**src/rtl/qlm_pkg.sv**
```systemverilog
`default_nettype none
// +------------------------------------------------------------------------+
// | Module   : qlm_pkg                                                     |
// | Purpose  : Constants shared by the QLM multiplier top and the product  |
// |            accumulator, so both agree on operand/product widths and    |
// |            on the accumulator defaults.                                |
// | Revision : 1.0  initial release                                        |
// +------------------------------------------------------------------------+
package qlm_pkg;

   localparam int OP_W        = 16;        // multiplier operand width
   localparam int P_W         = 2 * OP_W;  // full product width
   localparam int ACC_W_DEF   = 40;        // default accumulator width
   localparam int VEC_LEN_DEF = 16;        // default products per group

endpackage : qlm_pkg
`default_nettype wire

```
**src/rtl/qlm_product_accumulator_if.sv**
```systemverilog
`default_nettype none
// +------------------------------------------------------------------------+
// | Module   : qlm_product_accumulator_if                                  |
// | Purpose  : Bundle of the accumulator's product-input stream, the       |
// |            group-result output stream and the synchronous clear.       |
// | Ports    : clr                         - abort current group and slot  |
// |            in_valid/in_ready/in_data   - product beats (to the stage)  |
// |            out_valid/out_ready         - result handshake              |
// |            out_sum/out_ovf             - group sum and overflow flag   |
// |            master = producer/consumer side, slave = accumulator side.  |
// | Revision : 1.0  initial release                                        |
// +------------------------------------------------------------------------+
interface qlm_product_accumulator_if #(
   parameter int DATA_W = qlm_pkg::P_W,
   parameter int SUM_W  = qlm_pkg::ACC_W_DEF
);

   logic              clr;
   logic              in_valid;
   logic              in_ready;
   logic [DATA_W-1:0] in_data;
   logic              out_valid;
   logic              out_ready;
   logic [SUM_W-1:0]  out_sum;
   logic              out_ovf;

   modport master (
      output clr, in_valid, in_data, out_ready,
      input  in_ready, out_valid, out_sum, out_ovf
   );

   modport slave (
      input  clr, in_valid, in_data, out_ready,
      output in_ready, out_valid, out_sum, out_ovf
   );

endinterface : qlm_product_accumulator_if
`default_nettype wire

```
**src/rtl/qlm_product_accumulator.sv**
```systemverilog
`default_nettype none
// +------------------------------------------------------------------------+
// | Module   : qlm_product_accumulator                                     |
// | Purpose  : Sums each group of VEC_LEN unsigned products into an ACC_W  |
// |            wide result (wrapping) with a sticky carry-out flag, and    |
// |            presents it through a one-entry output register so the     |
// |            next group accumulates while the previous result waits.     |
// | Ports    : clk   - rising-edge clock                                   |
// |            rst_n - asynchronous active-low reset                       |
// |            bus   - slave side of qlm_product_accumulator_if            |
// |                    (clr, in_* product stream, out_* result stream)     |
// | Revision : 1.0  initial release                                        |
// +------------------------------------------------------------------------+
module qlm_product_accumulator
   import qlm_pkg::*;
#(
   parameter int ACC_W   = ACC_W_DEF,   // must be >= P_W
   parameter int VEC_LEN = VEC_LEN_DEF  // 2..256
) (
   input  logic                            clk,
   input  logic                            rst_n,
   qlm_product_accumulator_if.slave        bus
);

   localparam int               CNT_W     = $clog2(VEC_LEN);
   localparam logic [CNT_W-1:0] LAST_BEAT = CNT_W'(VEC_LEN - 1);

   logic [ACC_W-1:0] acc;
   logic [CNT_W-1:0] cnt;
   logic             ovf_acc;
   logic             out_valid;
   logic [ACC_W-1:0] out_sum;
   logic             out_ovf;

   logic             last_beat;
   logic             slot_free;
   logic             accept;
   logic [ACC_W:0]   sum_ext;   // MSB is the carry out of this beat's add

   assign last_beat = (cnt == LAST_BEAT);
   // The output slot can take a new result if empty or being drained now.
   assign slot_free = !out_valid || bus.out_ready;
   // Only the final beat of a group needs the slot; earlier beats never stall.
   assign bus.in_ready = !bus.clr && (!last_beat || slot_free);
   assign accept       = bus.in_valid && bus.in_ready;

   assign sum_ext = {1'b0, acc} + {{(ACC_W + 1 - P_W){1'b0}}, bus.in_data};

   always_ff @(posedge clk or negedge rst_n) begin
      if (!rst_n) begin
         acc       <= '0;
         cnt       <= '0;
         ovf_acc   <= 1'b0;
         out_valid <= 1'b0;
         out_sum   <= '0;
         out_ovf   <= 1'b0;
      end else if (bus.clr) begin
         // out_sum/out_ovf deliberately keep their stale contents.
         acc       <= '0;
         cnt       <= '0;
         ovf_acc   <= 1'b0;
         out_valid <= 1'b0;
      end else begin
         if (out_valid && bus.out_ready) begin
            out_valid <= 1'b0;
         end
         if (accept) begin
            if (last_beat) begin
               // Overrides the drain above when both happen together.
               out_sum   <= sum_ext[ACC_W-1:0];
               out_ovf   <= ovf_acc | sum_ext[ACC_W];
               out_valid <= 1'b1;
               acc       <= '0;
               cnt       <= '0;
               ovf_acc   <= 1'b0;
            end else begin
               acc       <= sum_ext[ACC_W-1:0];
               cnt       <= cnt + CNT_W'(1);
               ovf_acc   <= ovf_acc | sum_ext[ACC_W];
            end
         end
      end
   end

   assign bus.out_valid = out_valid;
   assign bus.out_sum   = out_sum;
   assign bus.out_ovf   = out_ovf;

endmodule : qlm_product_accumulator
`default_nettype wire
```
**src/flat_wrapper.sv**
```systemverilog
// flat-port wrapper written by rule: the top's interface ports become plain ports
module qlm_product_accumulator_flat import qlm_pkg::*;
#(
   parameter int ACC_W   = ACC_W_DEF,                    
   parameter int VEC_LEN = VEC_LEN_DEF           
)
  (clk, rst_n, bus_clr, bus_in_valid, bus_in_data, bus_out_ready, bus_in_ready, bus_out_valid, bus_out_sum, bus_out_ovf);
  qlm_product_accumulator_if bus_i ();
  input  logic clk;
  input  logic rst_n;
  input wire logic [$bits(bus_i.clr)-1:0] bus_clr;
  input wire logic [$bits(bus_i.in_valid)-1:0] bus_in_valid;
  input wire logic [$bits(bus_i.in_data)-1:0] bus_in_data;
  input wire logic [$bits(bus_i.out_ready)-1:0] bus_out_ready;
  output wire logic [$bits(bus_i.in_ready)-1:0] bus_in_ready;
  output wire logic [$bits(bus_i.out_valid)-1:0] bus_out_valid;
  output wire logic [$bits(bus_i.out_sum)-1:0] bus_out_sum;
  output wire logic [$bits(bus_i.out_ovf)-1:0] bus_out_ovf;
  assign bus_i.clr = bus_clr;
  assign bus_i.in_valid = bus_in_valid;
  assign bus_i.in_data = bus_in_data;
  assign bus_i.out_ready = bus_out_ready;
  assign bus_in_ready = bus_i.in_ready;
  assign bus_out_valid = bus_i.out_valid;
  assign bus_out_sum = bus_i.out_sum;
  assign bus_out_ovf = bus_i.out_ovf;
  qlm_product_accumulator #(.ACC_W(ACC_W), .VEC_LEN(VEC_LEN)) u_core (.clk(clk), .rst_n(rst_n), .bus(bus_i));
endmodule
```
**config.mk**
```make
export PLATFORM = sky130hd
export DESIGN_NAME = qlm_product_accumulator_flat
export DESIGN_NICKNAME = d
export VERILOG_FILES = /design/src/rtl/qlm_pkg.sv /design/src/rtl/qlm_product_accumulator_if.sv /design/src/rtl/qlm_product_accumulator.sv /design/src/flat_wrapper.sv
export SDC_FILE = /design/constraint.sdc
export NUM_CORES = 1
export LEC_CHECK = 0
export ABC_AREA = 0
export BUFFER_PORTS_ARGS = -buffer_cell sky130_fd_sc_hd__buf_2
export CAP_MARGIN = 20
export CORE_MARGIN = 4
export CORE_UTILIZATION = 40
export DETAILED_ROUTE_END_ITERATION = 10
export PLACE_DENSITY = 0.63
export SYNTH_ARGS = -nofsm -noshare
export SYNTH_HDL_FRONTEND = slang
export SYNTH_SLANG_ARGS = --single-unit
```
**constraint.sdc**
```tcl
create_clock -name clk -period 8.75 [get_ports clk]
set_input_delay 0.875 -clock clk [delete_from_list [all_inputs] [get_ports clk]]
set_output_delay 0.875 -clock clk [all_outputs]
set_load 0.1 [all_outputs]
```
== Yosys cells after proc, flatten, opt, wreduce, memory -nomap -nowiden ==
Cells that the tools add are included.
Cells by class
  add/sub/neg operators: 2
  equality and inequality tests: 1
  multiplexer cells: 13
  bitwise gates (word level): 2
  reductions and logical operators: 10
Operator list (number)
  40-bit 2-to-1 mux: 3
  40-bit by 32-bit adder with 41-bit output: 1
  4-bit 2-to-1 mux: 3
  1-bit 2-to-1 mux: 7
  4-bit by 1-bit adder with 4-bit output (second input constant): 1
  4-bit equality test (second input constant): 1
  1-bit logical AND: 3
  1-bit logical NOT: 3
  3-bit AND reduction: 1
  1-bit logical OR: 2
  2-bit nonzero test: 1
  1-bit NOT: 1
  1-bit bitwise OR: 1
Word-level totals
  register bits after elaboration: 87
  bits of input ports: 37
  output and inout bits: 43

== Logic depth before layout (Yosys ltp) ==
Gate-level depths: netlist of run 1.
  depth after elaboration: 7
  depth in mapped cells: 12

== Worst setup path after synthesis of run 1 ==
Ideal clock, no wire load.
  kind: input to register
  start: input bus_in_data[0]
  end: register u_core.acc[34]
  setup time: 121 ps
  data arrival time: 3215 ps
  data required time: 8629 ps
  setup slack: 5414 ps
  stages: 12
  buffers on the path: 0
  cells stage by stage: ha_1 -> inv_1 -> fa_1 -> nand2b_1 -> a21oi_1 -> o21ai_1 -> o221ai_4 -> a2111oi_4 -> o41ai_4 -> and3_1 -> o21bai_1 -> a22o_1
On the way
  cells in the longest elaborated chain, start to end: 4
Ends and longest elaborated chain
  start: declaration: RTL line flat_wrapper.sv:13  | input wire logic [$bits(bus_i.in_data)-1:0] bus_in_data;
  40-bit by 32-bit adder with 41-bit output: RTL line qlm_product_accumulator.sv:47  | assign sum_ext = {1'b0, acc} + {{(ACC_W + 1 - P_W){1'b0}}, bus.in_data};
  40-bit 2-to-1 mux: RTL line qlm_product_accumulator.sv:68  | if (last_beat) begin
  40-bit 2-to-1 mux: RTL line qlm_product_accumulator.sv:67  | if (accept) begin
  40-bit 2-to-1 mux: RTL line qlm_product_accumulator.sv:57  | end else if (bus.clr) begin
  end signal: assignment: RTL line qlm_product_accumulator.sv:77  | acc <= sum_ext[ACC_W-1:0];
  end: declaration: RTL line qlm_product_accumulator.sv:28  | logic [ACC_W-1:0] acc;
Every way passes these cells. The select of a mux whose other input is x is not followed.
A chain may end at the register's enable or synchronous reset.

== Worst setup path after layout of run 1 ==
Ends and elaborated chain as after synthesis.

==> summary.txt, run 1 <==
Status
  – Status: finished, final reports clean

Routing
  – # DRC: 0
  – Final ANT Viol Nets: 0
  – Routed vias: 4434
  – Vias per cell: 5.40
  – Routed WL per cell: 15.8 um
  – Drt first pass iters: 4
  – Final wirelength: 13000 um
  – Initial drt markers: 203

Power
  – Pwr Density: 201 nW/um^2
  – Internal: 0.000808 W
  – Leakage power: 3.11 nW
  – Reg power frac: 36.6%
  – Sw Ratio: 34.6%
  – VDD IR max: 0.0951 mV
  – Sw power: 0.000428 W
  – Logic pwr share: 32.2%
  – Clock network fraction of total power: 31.2%

Floorplan
  – Row cnt: 41
  – Die Area: 15100 um^2
  – I/O Pins: 80
  – Die height: 123 um
  – Initial Util: 41.3%
  – Die Wd: 123 um
  – Core outline area: 12800 um^2

Finish
  – Fin nets: 715
  – Most frequent cells in the layout: 114 x nand2_1, 87 x dfrtp_1, 78 x buf_2
  – ANT cells: 0
  – Share of layout cells above drive strength 1: 18.8%
  – Most common cell after layout, fill and taps aside: nand2_1
  – Layout Utilization: 48.0%
  – Area growth, synth to finish: 16.4%

Setup path
  – R2r setup slk: 5.54 ns
  – Worst R2R Start: u_core.acc[0]
  – Crit path DAT: 3.68 ns
  – CP Launch Type: input port
  – Req. time, crit path: 8.98 ns
  – WS Path Type: in2reg
  – Worst Reg-to-Reg Cells: 12
  – CP max stage delay: 0.57 ns
  – WP buf/inv: 2
  – Delay-heaviest family, CP: compound AO/OA/AOI/OAI gates
  – Crit path max fanout: 9
  – Cells along the critical path: buf_2, ha_1, inv_1, fa_1, nand2b_1, a21oi_1, o21ai_1, o221ai_4, a2111oi_4, o41ai_4, and3_1, o21bai_1, a22o_1
  – R2R Path End: u_core.acc[34]
  – Crit-path slowest cell: o41ai_4
  – Crit. End Element: flip-flop

STA
  – Final min period: 3.45 ns
  – Fin crit share: 39.4%
  – Setup skew after layout: 0.00746 ns
  – RSZ-0062 raised after global routing: no
  – Final setup vio count: 0
  – Max frequency: 290 MHz
  – Worst Tran Pin Value: 0.716 ns
  – Hold Fails Final Rpt: 0
  – Relative slew slack: 52.2%
  – Setup_tns: 0 ns
  – Pins Over Slew Limit: 0

CTS
  – Post-CTS sizing: 0
  – Clock Sink Count: 87
  – Clock Latency Late Sink: 0.35 ns
  – Cts hold-fix bufs: 0
  – Postcts setup bufs: 0
  – CTS Buf Count: 9
  – Max H-tree Level: 3
  – CTS tree: built
  – Clock-pin transition on the worst setup and hold timing paths: 0.06 ns
  – Clock buffer depth: 2
  – CTS Root Cell: clkbuf_16

Synth
  – Seq cells post-synth: 87
  – Synth Warn #: 0
  – Mapped Cells: 570
  – Synth cell types: 57
  – Post-synth EDFFs: 0
  – Asr flop ratio synth: 100%
  – Ys flop type: dfrtp_1
  – Post-Syn Area: 5270 um^2
  – Sequential area share after synthesis: 41.3%
  – Avg Cell Area, Syn: 9.25 um^2
  – Syn_nets: 641

Global route
  – GRT Util Overall: 18.3%
  – Initial antenna violation count: 0
  – Total grt overflow: 0
  – Largest net degree at the start of global routing: 46
  – Vias in the first global route: 4441
  – First-pass GRT wire length: 21600 um

Placement
  – DP HPWL: 9570 um
  – GP Congestion: 0.966
  – IO buf count: 79

Min path
  – Hold Startpoint: u_core.bus.out_sum[8]
  – Hold Crit Depth: 2
  – Hold EP: u_core.bus.out_sum[8]
  – Path category of the worst min-delay check: reg2reg

Job
  – MaxCap Viol Count: 0
-- layout make-up --
class                      instances  area (um^2)
fill                            1246         6640
multi-input combinational        445         2950
sequential                        87         2180
timing repair buffer              84          435
clock buffer                      12          246
tap                              172          215
inverter                          17         63.8
clock inverter                     4         45.0
-- Yosys cell counts (3+ instances only) --
master      n  area [um^2]
ha_1       33          413
nor4_1      3         18.8
clkbuf_1   16         60.1
mux2_2      5         56.3
nand4_1    12         75.1
o21ai_0    44          220
nor2_1     25         93.8
nor3_1      3         15.0
o31ai_1     5         37.5
xnor2_1    23          201
xor2_1     13          114
buf_2       5         25.0
a311oi_1    3         26.3
nand3_1     6         30.0
inv_1      17         63.8
dfrtp_1    87         2180
a21oi_1    41          205
or3_1       4         25.0
nand2_1   114          428
o21bai_1    4         30.0
a211oi_1    5         37.5
nand2b_1    5         31.3
a21o_1     14          105
a22o_1     27          236
and2_1      6         37.5
and3_1      7         43.8
nor2b_1     5         31.3
-- per-layer routing --
layer	vias to the layer above	track usage (%)	routed length [um]	part of all wire [%]
met5	-	0	0	0
met4	0	5.53	201	1.5
met3	16	4.56	539	4.2
met2	89	29.5	6040	47
met1	2128	24.2	6200	48
li1	2201	-	-	-
-- through the flow --
stage          cell area [um^2]  total power (W)  cells  worst slack, ns  hold WS [ns]
2_1_floorplan              5270         0.000764    570             5.41         0.454
5_1_grt                    6140          0.00131    821             5.06         0.494
3_5_place_dp               5840         0.000855    805             4.93         0.458
3_3_place_gp               5840         0.000851    805             4.99         0.454
4_1_cts                    6140          0.00125    821             5.29         0.473
6_report                   6140          0.00124    821             5.30         0.468
-- registers in the layout, summed over array words and instances, names as in the netlist --
signal	flops
u_core.ovf_acc	1
u_core.bus.out_ovf	1
u_core.bus.out_sum	40
u_core.acc	40
u_core.bus.out_valid	1
u_core.cnt	4
-- how the worst max path moves through the flow --
stage | from | cells past startpoint | to | slack (ns)
global placement | bus_in_data[0] | 13 | u_core.acc[34] | 4.99
finish | bus_in_data[0] | 13 | u_core.acc[34] | 5.30
CTS | bus_in_data[0] | 13 | u_core.acc[34] | 5.29
global route | bus_in_data[0] | 13 | u_core.acc[34] | 5.06
detailed placement | bus_in_data[0] | 13 | u_core.acc[34] | 4.93
floorplan | bus_in_data[0] | 12 | u_core.acc[34] | 5.41
-- cells by family (layout without fill, tap and decap cells) --
kind of cell / after synthesis / after routing / share of synthesized area (%)
muxes: 5 / 5 / 1.07
xor gates and xnor gates: 36 / 36 / 5.98
adders and majority gates: 34 / 34 / 8.21
buffers and inverters: 38 / 117 / 2.83
AOI/OAI and AO/OA: 171 / 171 / 23.5
and+or+nand+nor: 199 / 199 / 17.1
DFF: 87 / 87 / 41.3
-- power by group through the flow --
stage               Combinational, W  Sequential, W  Clock (W)
detailed placement          0.000396       0.000458          0
floorplan                   0.000276       0.000488          0
global route                0.000442       0.000455   0.000414
CTS                         0.000399       0.000452   0.000398
global placement            0.000394       0.000457          0
finish                      0.000398       0.000452   0.000386
-- worst min-delay path: cells and delay by family (launching register included) --
kind             cells  cell delay (ns)
flip-flops           1             0.34
AND/OR/NAND/NOR      2             0.10
(Power assumes the default switching activity.)
==> run 2, diff against run 1 <==
--- a/config.mk
+++ b/config.mk
@@ -11,7 +11,7 @@
 export CORE_MARGIN = 4
 export CORE_UTILIZATION = 40
 export DETAILED_ROUTE_END_ITERATION = 10
-export PLACE_DENSITY = 0.63
+export PLACE_DENSITY = 0.66
 export SYNTH_ARGS = -nofsm -noshare
 export SYNTH_HDL_FRONTEND = slang
 export SYNTH_SLANG_ARGS = --single-unit
==> constraint.sdc (replaced) <==
create_clock -name clk -period 3 [get_ports clk]
set_input_delay 0.3 -clock clk [delete_from_list [all_inputs] [get_ports clk]]
set_output_delay 0.3 -clock clk [all_outputs]
set_load 0.1 [all_outputs]
==> run 2 against run 1 <==
Register-to-register slack got worse by 5.4 ns. Worst setup slack got worse by 5.2 ns. Clock power increased to 2.9 times the previous value. Sequential power rose to 2.9 times the previous value. Wire length grew 8.0%. Die area is the same. Critical endpoint is now u_core.acc[29]. Critical path type is now reg2reg. Power grew to 3.0 times the previous value. Sequential share of layout area shrank 1.9 points. Clock skew up 0.0011 ns. Final cell count up 4.0%. Critical path depth is 2 lower. Via count rose by 5.8%.
==> summary.txt, run 2 (synthesized netlist as in run 1, its figures left out) <==
Finish
  – Most frequent cells in the layout: 114 x nand2_1, 87 x dfrtp_1, 78 x buf_2
  – Area growth, synth to finish: 22.8%
  – ANT cells: 0 (unchanged)
  – Most common cell after layout, fill and taps aside: nand2_1
  – Share of layout cells above drive strength 1: 24.3% (+5.5 points)
  – Final instance area: 6470 um^2 (+5.5%)
  – Fin nets: 748 (+4.6%)
  – Regs by FF count: u_core.acc (40), u_core.bus.out_sum (40), u_core.cnt (4)

Power
  – Pwr Density: 581 nW/um^2 (+190%)
  – Logic pwr share: 35.1% (+2.9 points)
  – Internal: 0.00244 W (+200%)
  – Sw Ratio: 35.2% (+0.61 points)
  – Sw power: 0.00133 W (+210%)
  – Clock network fraction of total power: 29.9% (-1.3 points)
  – Reg power frac: 35.0% (-1.6 points)
  – VDD IR max: 0.266 mV (+180%)
  – Leakage power: 3.29 nW (+5.8%)

Min path
  – Hold Startpoint: bus_clr
  – Hold EP: u_core.cnt[2]
  – Path category of the worst min-delay check: in2reg
  – Hold Crit Depth: 2 (unchanged)

Placement
  – DP HPWL: 10100 um (+5.9%)
  – GP Congestion: 0.909 (-5.9%)
  – IO buf count: 79 (unchanged)
  – Placed inst area: 6020 um^2 (+3.1%)

Global route
  – Vias in the first global route: 4783 (+7.7%)
  – GRT Util Overall: 19.6% (+1.3 points)
  – Initial antenna violation count: 0 (unchanged)
  – Largest net degree at the start of global routing: 44 (-4.3%)
  – Total grt overflow: 0 (unchanged)
  – First-pass GRT wire length: 23300 um (+7.7%)

STA
  – Worst Tran Pin Value: 0.729 ns (+0.0139 ns)
  – Setup skew after layout: 0.00856 ns (+0.00110 ns)
  – Hold_ws: 0.200 ns (-0.268 ns)
  – Final min period: 2.88 ns
  – Max frequency: 348 MHz
  – Hold Fails Final Rpt: 0 (unchanged)
  – Fin crit share: 95.9%
  – Relative slew slack: 51.3% (-0.93 points)
  – Final setup vio count: 0 (unchanged)
  – Pins Over Slew Limit: 0 (unchanged)

CTS
  – Clock buffer depth: 2 (unchanged)
  – CTS Buf Count: 9 (unchanged)
  – Clock Sink Count: 87 (unchanged)
  – CTS tree: built
  – Clock Latency Late Sink: 0.35 ns (about the same)
  – CTS Root Cell: clkbuf_16
  – Max H-tree Level: 3 (unchanged)
  – Clock-pin transition on the worst setup and hold timing paths: 0.07 ns (about the same)

Routing
  – Routed WL per cell: 16.4 um (+3.8%)
  – Drt first pass iters: 4 (unchanged)
  – # DRC: 0 (unchanged)
  – Initial drt markers: 311 (+53%)
  – Final wirelength: 14000 um (+8.0%)
  – Final ANT Viol Nets: 0 (unchanged)
  – Routed vias: 4690 (+5.8%)
  – Vias per cell: 5.49 (+1.7%)

Job
  – MaxCap Viol Count: 0 (unchanged)

Floorplan
  – Initial Util: 41.3% (unchanged)
  – Row cnt: 41 (unchanged)
  – Die height: 123 um (unchanged)
  – Die Area: 15100 um^2 (unchanged)
  – Die Wd: 123 um (unchanged)
  – I/O Pins: 80 (unchanged)
  – Core outline area: 12800 um^2 (unchanged)

Setup path
  – Worst R2R Start: u_core.acc[3]
  – Crit path max fanout: 4 (-5)
  – R2R Path End: u_core.acc[29]
  – Crit. End Element: flip-flop
  – Crit path DAT: 3.12 ns (-0.56 ns)
  – Worst Reg-to-Reg Cells: 11 (-1)
  – WS Path Type: reg2reg
  – CP Launch Type: flip-flop
  – Req. time, crit path: 3.25 ns (-5.73 ns)
  – R2r setup slk: 0.12 ns (-5.42 ns)

Status
  – Status: finished, final reports clean
[run 2: changes by cell type in the layout (fill, tap and decap cells not counted), sizes merged]
cell         previous run  this run
clkinv                  3         2
dlygate4sd3             0         1
buf                    84       116
clkbuf                 12        11
clkinvlp                0         2
[run 2: critical path, stage by stage (launching register included)]
cell      delay [ns]
dfrtp_1         0.38
ha_1            0.35
and2_4          0.18
a221oi_4        0.33
a211oi_4        0.13
nor2_4          0.13
o41ai_4         0.09
a222oi_1        0.33
buf_4           0.18
a21oi_1         0.07
or3_1           0.35
a32o_1          0.27
[run 2: worst max-delay path by stage]
stage	startpoint	end	slack (ns)	cells past startpoint
2_1_floorplan	u_core.acc[0]	u_core.acc[34]	0.21	12
3_3_place_gp	bus_in_data[0]	u_core.acc[38]	-0.04	14
3_5_place_dp	bus_in_data[0]	u_core.acc[36]	-0.13	14
4_1_cts	u_core.acc[0]	u_core.acc[36]	0.001	13
5_1_grt	u_core.acc[3]	u_core.acc[29]	-0.03	11
6_report	u_core.acc[3]	u_core.acc[29]	0.12	11
[run 2: per-layer routing]
metal	vias up	GRT usage (%)	wire length [um]
met1	2310	25.7	6270
met3	21	4.61	716
li1	2257	-	-
met5	-	0	0
met2	102	31.6	6770
met4	0	7.14	259
[run 2: through the flow]
step | utilization [%] | total power, W | std cells | TNS [ns] | setup WS (ns)
after detailed placement | 47.2 | 0.00258 | 829 | -0.386 | -0.134
after floorplan | - | 0.00223 | 570 | 0 | 0.207
after CTS | 49.8 | 0.00374 | 849 | 0 | 0.00100
after global placement | 47.2 | 0.00255 | 829 | -0.0785 | -0.0368
after global routing | 50.7 | 0.00399 | 854 | -0.0325 | -0.0302
final | 50.7 | 0.00376 | 854 | 0 | 0.123
[run 2: power groups by stage]
stage	combinational (W)	sequential (W)	clock, W
2_1_floorplan	0.000806	0.00142	0
3_3_place_gp	0.00122	0.00133	0
3_5_place_dp	0.00124	0.00134	0
4_1_cts	0.00126	0.00132	0.00116
5_1_grt	0.00145	0.00133	0.00121
6_report	0.00132	0.00132	0.00113
[run 2: final cells by class]
| class | count | area (um^2) |
|---|---|---|
| sequential | 87 | 2180 |
| inverter | 17 | 63.8 |
| multi-input combinational | 445 | 3040 |
| clock buffer | 11 | 233 |
| tap | 172 | 215 |
| clock inverter | 5 | 58.8 |
| timing repair buffer | 117 | 686 |
| fill | 1210 | 6300 |
[run 2: timing repair]
| item | CTS | global route |
|---|---|---|
| endpoints found under the hold margin | 30 | 0 |
| buffers inserted | 3 | 5 |
| hold buffers | 1 | 0 |
| pin swaps | 4 | 12 |
| setup endpoints to repair | 5 | 24 |
| resized for setup | 4 | 18 |
==> run 3, diff against run 2 <==
--- a/config.mk
+++ b/config.mk
@@ -9,9 +9,9 @@
 export BUFFER_PORTS_ARGS = -buffer_cell sky130_fd_sc_hd__buf_2
 export CAP_MARGIN = 20
 export CORE_MARGIN = 4
-export CORE_UTILIZATION = 40
+export CORE_UTILIZATION = 25
 export DETAILED_ROUTE_END_ITERATION = 10
-export PLACE_DENSITY = 0.66
+export PLACE_DENSITY = 0.47
 export SYNTH_ARGS = -nofsm -noshare
 export SYNTH_HDL_FRONTEND = slang
 export SYNTH_SLANG_ARGS = --single-unit
==> run 3 against run 2 <==
Utilization shrank 19 points. Wire length rose by 7.0%. Final cell count up 11%. Highest routed layer unchanged.
==> summary.txt, run 3 (synthesized netlist as in run 1, its figures left out) <==
Power
  – Pwr Density: 562 nW/um^2 (-3.3%)
  – VDD IR max: 0.208 mV (-22%)
  – Total Power: 0.00367 W (-2.5%)
  – Leakage power: 3.23 nW (-1.8%)

Placement
  – GP Congestion: 0.862 (-5.2%)
  – IO buf count: 79 (unchanged)
  – Placed inst area: 6170 um^2 (+2.5%)
  – DP HPWL: 11300 um (+12%)

Finish
  – Regs by FF count: u_core.acc (40), u_core.bus.out_sum (40), u_core.cnt (4)
  – ANT cells: 0 (unchanged)
  – Fin nets: 744 (-0.53%)
  – Most common cell after layout, fill and taps aside: nand2_1
  – Area growth, synth to finish: 23.8%
  – Final instance area: 6530 um^2 (+0.79%)
  – Share of layout cells above drive strength 1: 24.1% (-0.26 points)
  – Most frequent cells in the layout: 113 x nand2_1, 87 x dfrtp_1, 78 x buf_2

Setup path
  – R2R Path End: u_core.acc[36]
  – CP Launch Type: flip-flop
  – WS Path Type: reg2reg
  – Worst R2R Start: u_core.acc[0]
  – Crit. End Element: flip-flop
  – R2r setup slk: 0.13 ns (about the same)
  – Cells along the critical path: ha_2, inv_2, fa_2, nand2b_4, a21oi_4, o21ai_4, o221ai_4, a2111oi_4, o41ai_4, buf_4, a21oi_1, o21ai_1, o31ai_1
  – Req. time, crit path: 3.21 ns (-0.04 ns)
  – Delay-heaviest family, CP: compound AO/OA/AOI/OAI gates
  – Worst Reg-to-Reg Cells: 13 (+2)
  – Crit path DAT: 3.07 ns (-0.05 ns)
  – Crit path max fanout: 5 (+1)
  – Crit-path slowest cell: o41ai_4
  – WP buf/inv: 2 (+1)
  – CP max stage delay: 0.48 ns (+0.10 ns)

Routing
  – Final wirelength: 15000 um (+7.0%)
  – Routed vias: 4537 (-3.3%)
  – Initial drt markers: 269 (-14%)
  – Vias per cell: 4.79 (-13%)
  – Drt first pass iters: 5 (+1)
  – # DRC: 0 (unchanged)
  – Final ANT Viol Nets: 0 (unchanged)
  – Routed WL per cell: 15.9 um (-3.5%)

STA
  – Relative slew slack: 56.5% (+5.2 points)
  – RSZ-0062 raised after global routing: yes
  – Final min period: 2.87 ns (-0.0118 ns)
  – Max frequency: 349 MHz (+0.41%)
  – Final setup vio count: 0 (unchanged)
  – Fin crit share: 95.5% (-0.39 points)
  – Pins Over Slew Limit: 0 (unchanged)
  – Hold Fails Final Rpt: 0 (unchanged)
  – Setup skew after layout: 0.0117 ns (+0.00311 ns)
  – Worst Tran Pin Value: 0.653 ns (-0.0769 ns)

Min path
  – Hold EP: u_core.cnt[2]
  – Hold Startpoint: bus_clr
  – Hold Crit Depth: 2 (unchanged)
  – Path category of the worst min-delay check: in2reg

CTS
  – Max H-tree Level: 3 (unchanged)
  – CTS tree: built
  – Clock-pin transition on the worst setup and hold timing paths: 0.06 ns (about the same)
  – CTS Buf Count: 9 (unchanged)
  – Clock Sink Count: 87 (unchanged)
  – CTS Root Cell: clkbuf_16
  – Clock Latency Late Sink: 0.35 ns (about the same)
  – Clock buffer depth: 2 (unchanged)

Floorplan
  – Die Area: 23500 um^2 (+56%)
  – Die height: 153 um (+25%)
  – I/O Pins: 80 (unchanged)
  – Core outline area: 20500 um^2 (+60%)
  – Initial Util: 25.7% (-16 points)
  – Die Wd: 153 um (+25%)
  – Row cnt: 52 (+27%)

Status
  – Status: finished, final reports clean

Global route
  – GRT Util Overall: 13.0% (-6.6 points)
  – Largest net degree at the start of global routing: 48 (+9.1%)
  – Total grt overflow: 0 (unchanged)
  – Vias in the first global route: 4743 (-0.84%)
  – First-pass GRT wire length: 24900 um (+6.8%)
  – Initial antenna violation count: 0 (unchanged)

Job
  – MaxCap Viol Count: 0 (unchanged)
## run 3: cell count changes in the layout (fill, tap and decap cells not counted), moves of 2 or more
cell      before  now
a211oi_1       3    5
buf_4         38   34
clkinv_2       1    3
ha_1          31   29
a211oi_2       2    0
ha_2           2    4
## run 3: worst max-delay path by stage
stage                        start                      to  slack, ns  depth (start not counted)
floorplan            u_core.acc[0]          u_core.acc[34]       0.21                         12
global placement    bus_in_data[0]  u_core.bus.out_sum[26]      0.003                         14
detailed placement  bus_in_data[0]          u_core.acc[38]      -0.05                         14
CTS                  u_core.acc[0]          u_core.acc[36]       0.03                         13
global route        u_core.acc[10]          u_core.acc[29]      -0.08                         11
finish               u_core.acc[0]          u_core.acc[36]       0.13                         13
## run 3: where the power goes
group	internal (W)	leakage, nW	switching (W)
sequential	0.00126	1.18	0.0000542
clock	0.000575	0.131	0.000476
combinational	0.000512	1.92	0.000788
## run 3: final cells by class
type	instances	area, um^2
Clock buffer	11	243
Clock inverter	4	22.5
Fill cell	2153	14000
Inverter	17	63.8
Multi-Input combinational cell	445	3030
Sequential cell	87	2180
Tap cell	270	338
Timing Repair Buffer	113	656
## run 3: per-layer routing
metal,GRT usage (%),part of all wire (%)
met1,18.5,50
met2,19.9,45
met3,2.66,3.8
met4,4.12,1.5
met5,0,0
## run 3: metrics by stage
step	instances	util, %	hold slack [ns]	setup slack (ns)	setup TNS, ns
4_1_cts	946	31.5	0.188	0.0321	0
6_report	947	31.8	0.213	0.134	0
3_5_place_dp	930	30.1	0.380	-0.0534	-0.147
3_3_place_gp	930	30.1	0.368	0.00253	0
2_1_floorplan	570	-	0.00441	0.207	0
5_1_grt	947	31.8	0.217	-0.0801	-0.368
## run 3: repair_timing
item                                    in CTS  in global routing
gates resized for setup                      1                 20
endpoints found under the setup margin       3                 21
hold buffers                                 1                  0
pin swaps                                    0                 15
endpoints found under the hold margin       45                  0
setup buffers                                0                  1
